<file path="src/rtl/pc_serial_subtractor.sv">
// pc_serial_subtractor: digit-serial a - b on 30-bit PC<31:2> quantities, LSD first, start/busy/done handshake
//   clk, rst_n (async active-low)  | start, a, b (sampled on the accepting edge)
//   busy (RUN), done (1-cycle pulse) | d = (a-b) mod 2^WIDTH, borrow = a<b, zero = a==b
module pc_serial_subtractor #(
  parameter int WIDTH = 30,
  parameter int DIGIT = 1
) (
  input  logic             clk,
  input  logic             rst_n,
  input  logic             start,
  input  logic [WIDTH-1:0] a,
  input  logic [WIDTH-1:0] b,
  output logic             busy,
  output logic             done,
  output logic [WIDTH-1:0] d,
  output logic             borrow,
  output logic             zero
);
  localparam int N  = WIDTH / DIGIT;
  localparam int CW = N > 1 ? $clog2(N) : 1;
  typedef enum logic [1:0] {IDLE, RUN, FIN} state_t;
  state_t             state;
  logic [WIDTH-1:0]   sa, sb, sd, sd_next;
  logic [WIDTH+DIGIT-1:0] cat;
  logic [DIGIT:0]     sum;
  logic [CW-1:0]      cnt;
  logic               carry, nz, last, nz_next;
  // a + ~b + carry on the low digit; new sum bits enter the result shifter from the MSB side
  always_comb begin
    sum     = {1'b0, sa[DIGIT-1:0]} + {1'b0, ~sb[DIGIT-1:0]} + {{DIGIT{1'b0}}, carry};
    cat     = {sum[DIGIT-1:0], sd};
    sd_next = cat[WIDTH+DIGIT-1:DIGIT];
    nz_next = nz | (|sum[DIGIT-1:0]);
    last    = cnt == CW'(N - 1);
  end
  always_ff @(posedge clk or negedge rst_n) begin
    if (!rst_n) begin
      state  <= IDLE;
      sa     <= '0;
      sb     <= '0;
      sd     <= '0;
      carry  <= 1'b0;
      nz     <= 1'b0;
      cnt    <= '0;
      busy   <= 1'b0;
      done   <= 1'b0;
      d      <= '0;
      borrow <= 1'b0;
      zero   <= 1'b0;
    end else begin
      case (state)
        IDLE, FIN: begin
          done <= 1'b0;
          if (start) begin
            state <= RUN;
            busy  <= 1'b1;
            sa    <= a;
            sb    <= b;
            carry <= 1'b1;
            nz    <= 1'b0;
            cnt   <= '0;
          end else begin
            state <= IDLE;
          end
        end
        RUN: begin
          sa    <= sa >> DIGIT;
          sb    <= sb >> DIGIT;
          sd    <= sd_next;
          carry <= sum[DIGIT];
          nz    <= nz_next;
          cnt   <= cnt + 1'b1;
          if (last) begin
            state  <= FIN;
            busy   <= 1'b0;
            done   <= 1'b1;
            d      <= sd_next;
            borrow <= ~sum[DIGIT];
            zero   <= ~nz_next;
          end
        end
        default: state <= IDLE;
      endcase
    end
  end
endmodule
</file>
<file path="config.mk">
export PLATFORM = sky130hd
export DESIGN_NAME = pc_serial_subtractor
export DESIGN_NICKNAME = d
export VERILOG_FILES = /design/src/rtl/pc_serial_subtractor.sv
export SDC_FILE = /design/constraint.sdc
export NUM_CORES = 1
export LEC_CHECK = 0
export ABC_AREA = 1
export BUFFER_PORTS_ARGS = -buffer_cell sky130_fd_sc_hd__buf_2
export CAP_MARGIN = 20
export CORE_MARGIN = 4
export CORE_UTILIZATION = 55
export DETAILED_ROUTE_END_ITERATION = 12
export GPL_TIMING_DRIVEN = 1
export PLACE_DENSITY = 0.86
export SLEW_MARGIN = 0
export SYNTH_ARGS = -nofsm -noshare
export SYNTH_HDL_FRONTEND = slang
export SYNTH_SLANG_ARGS = --single-unit
</file>
<file path="constraint.sdc">
create_clock -name clk -period 1.6 [get_ports clk]
set_input_delay 0.08 -clock clk [delete_from_list [all_inputs] [get_ports clk]]
set_output_delay 0.08 -clock clk [all_outputs]
set_load 0.03 [all_outputs]
</file>
==> impl_metrics.ini <==
[setup_path]
timing_worst_setup_path_type = flop to flop
crit_arrival_ns = 1.89
path_cells = inv_1, nand2_1, nand2_1, inv_2, buf_4, nand2_1, nand2_1
worstSetupStartpointType = flop
critPathMostFrequentCell = nand2_1
cp_data_required_time_ns = 2.04
path_buf_inv = 3
critical_path.max_stage_delay_ns = 0.42
path_delay_family = buffers and inverters
slowest_cp_cell = dfrtp_1
crit_path_end_kind = flop
path_max_fanout = 24
rrSetupSlack_ns = 0.15

[finish]
final_layout_size_suffix_gt1_share_pct = 16.0
design_area_sq_mm = 0.00776
number_of_nets_in_the_finished_design = 968
num-fill-cells = 708
insertedDiodeCount = 0
area_delta_synth_final_pct = 33.8

[global_route]
grt_start_max_net_pins = 73
antenna_found_initial = 0
grt-ovfl-total = 0
grt_first_pass_wirelength_microns = 24400
grt.total_usage_pct = 24.1
via_count_of_the_first_global_routing_pass = 5314

[yosys]
yosysSeqAreaShare_pct = 56.9
synth.net_count = 811
synthesis.instances = 745
synthesis.area_sq_mm = 0.00580
netlist-cell-type-count = 18
yosys_warnings = 0
synth_area_per_cell_sq_um = 7.79
synth-seq-cells = 132

[sta]
fin_setup_tns_ns = 0
maxClockFrequency_mhz = 688
timing.max_slew.rel_slack_pct = 69.3
final.period_utilization_pct = 90.8
hold_viol_final = 0
grt_setup_unrepaired = false
final_worst_path_period_need_ns = 1.45
max_slew.worst_pin.slew_ns = 0.459
final-max-slew-violation-count = 0
finalSetupViolations = 0
finClkSkew_ns = 0.0113

[clock_network]
htree_levels = 4
path_clk_slew_ns = 0.07
cts_root_buffer = clkbuf_8
clk_latency_worst_skew_pair_ns = 0.51
cts_made_buffers = 17
clkSinkCount = 132
cts_tree = yes
cts.path.max_buffers = 2
cts_repair_resize_count = 0

[drt]
via_per_inst = 4.98
highest_layer = met4
firstDrtPassIters = 5
routedLengthMet1_microns = 5800
route.met2.wl_microns = 7330
route.detailed.drc = 0
met3WireLength_microns = 852
routed_wirelength_microns = 14300
drt-wirelength-per-cell_microns = 13.6
route.antenna.remaining_nets = 0
first_iter_violations = 292
detailroute.via_count = 5232

[placed_design]
dpl_cell_area_sq_mm = 0.00646
io_buf_count = 96
gpl.final_weighted_congestion = 0.784
dp_hpwl_microns = 7610

[power_and_ir_drop]
powerDensity_mw_per_mm2 = 1790
cellLeakagePower_nw = 4.41
max-vdd-ir-drop_mv = 0.988

[outcome]
status = finished, final reports clean

[floorplan]
placementRows = 37
die_height_microns = 111
chipWidth_microns = 111
placeableCoreArea_sq_mm = 0.0103
initial_core_util_pct = 56.2
die-area_sq_mm = 0.0123
ios = 97

[min_path]
worstHoldPathType = input pin to async pin

[run]
drv_cap = 0
path summary, 6_finish.rpt:
kind,startpoint,endpoint,cells after the start
worst min-delay path,rst_n,sd[23],3
worst max register to register,state[0],sb[10],7
min in group clk,a[29],sa[29],4
worst max-delay path,state[0],sb[10],7
worst min register to register,d[21],d[21],2
max in group asynchronous,rst_n,busy,4
state kept, by name (all words and copies together), names as in the netlist:
| name | flops |
|---|---|
| zero | 1 |
| sd | 29 |
| state | 2 |
| done | 1 |
| busy | 1 |
| cnt | 5 |
| borrow | 1 |
| carry | 1 |
| sa | 30 |
| sb | 30 |
| nz | 1 |
| d | 30 |
per-layer routing:
layer | track usage (%) | vias up
met4 | 8.87 | 0
met5 | 0 | -
met2 | 41.1 | 207
met3 | 5.95 | 37
met1 | 29.8 | 2444
li1 | - | 2544
metrics by stage:
| stage | util [%] | worst slack, ns | std cells | total power [mW] | hold WS [ns] |
|---|---|---|---|---|---|
| floorplan | - | 0.314 | 745 | 8.27 | -0.216 |
| global placement | 62.6 | 0.290 | 955 | 9.14 | -0.0482 |
| detailed placement | 62.6 | 0.227 | 955 | 9.35 | -0.0453 |
| CTS | 75.1 | 0.0334 | 1050 | 13.9 | 0.113 |
| global route | 75.2 | 0.0467 | 1051 | 14.9 | 0.156 |
| finish | 75.2 | 0.147 | 1051 | 13.9 | 0.138 |
repair_timing:
item	4_1_cts	5_1_grt
hold endpoints to repair	195	0
setup buffers	0	0
hold buffers	63	0
cells in the final DEF, fill, tap and decap left out, drive strengths merged:
cell,n
nand2,414
dfrtp,132
buf,109
inv,89
dlygate4sd3,63
nand3,35
o21ai,30
clkbuf,17
nor2,10
bufinv,5
clkinv,3
ha,2
o22ai,1
a21oi,1
nand3b,1
nand4,1
fa,1
clkinvlp,1
report_power, final:
group | internal (mW) | switching, mW | leakage [nW] | total, mW
combinational | 1.50 | 2.82 | 2.38 | 4.32
clock | 2.74 | 1.57 | 0.319 | 4.31
sequential | 4.50 | 0.763 | 1.71 | 5.26
total | 8.75 | 5.15 | 4.41 | 13.9
cell type report:
| cell class | instances | area [sq um] | area share, % |
|---|---|---|---|
| repair buffers | 172 | 1310 | 16.9 |
| clock buffers | 17 | 414 | 5.33 |
| inverters | 83 | 312 | 4.01 |
| flip-flops and latches | 132 | 3300 | 42.5 |
| clock inverters | 15 | 244 | 3.14 |
| multi-input cells | 496 | 2010 | 25.9 |
| well taps | 136 | 170 | 2.19 |
worst register-to-register path, delay by kind of cell (launching register included):
| kind | cells | cell delay (ns) |
|---|---|---|
| buf+inv | 3 | 0.49 |
| simple gates | 4 | 0.48 |
| flops | 1 | 0.42 |
Yosys cell counts, drive strengths merged:
cell | n | share of area, %
a21oi | 1 | 0.086
buf | 26 | 2.7
clkbuf | 8 | 0.52
dfrtp | 132 | 57
fa | 1 | 0.34
ha | 2 | 0.43
inv | 83 | 5.4
nand2 | 414 | 27
nand3 | 35 | 3.0
nand3b | 1 | 0.13
nand4 | 1 | 0.11
nor2 | 10 | 0.91
o21ai | 30 | 2.6
o22ai | 1 | 0.11
cells by family after synthesis:
family / count (synthesis) / synth area share [%]
flops: 132 / 56.9
buf+inv: 117 / 8.56
fa+ha+maj: 3 / 0.776
simple gates: 461 / 31.0
compound gates: 32 / 2.78
No activity file was read; power rests on OpenSTA's default activity.
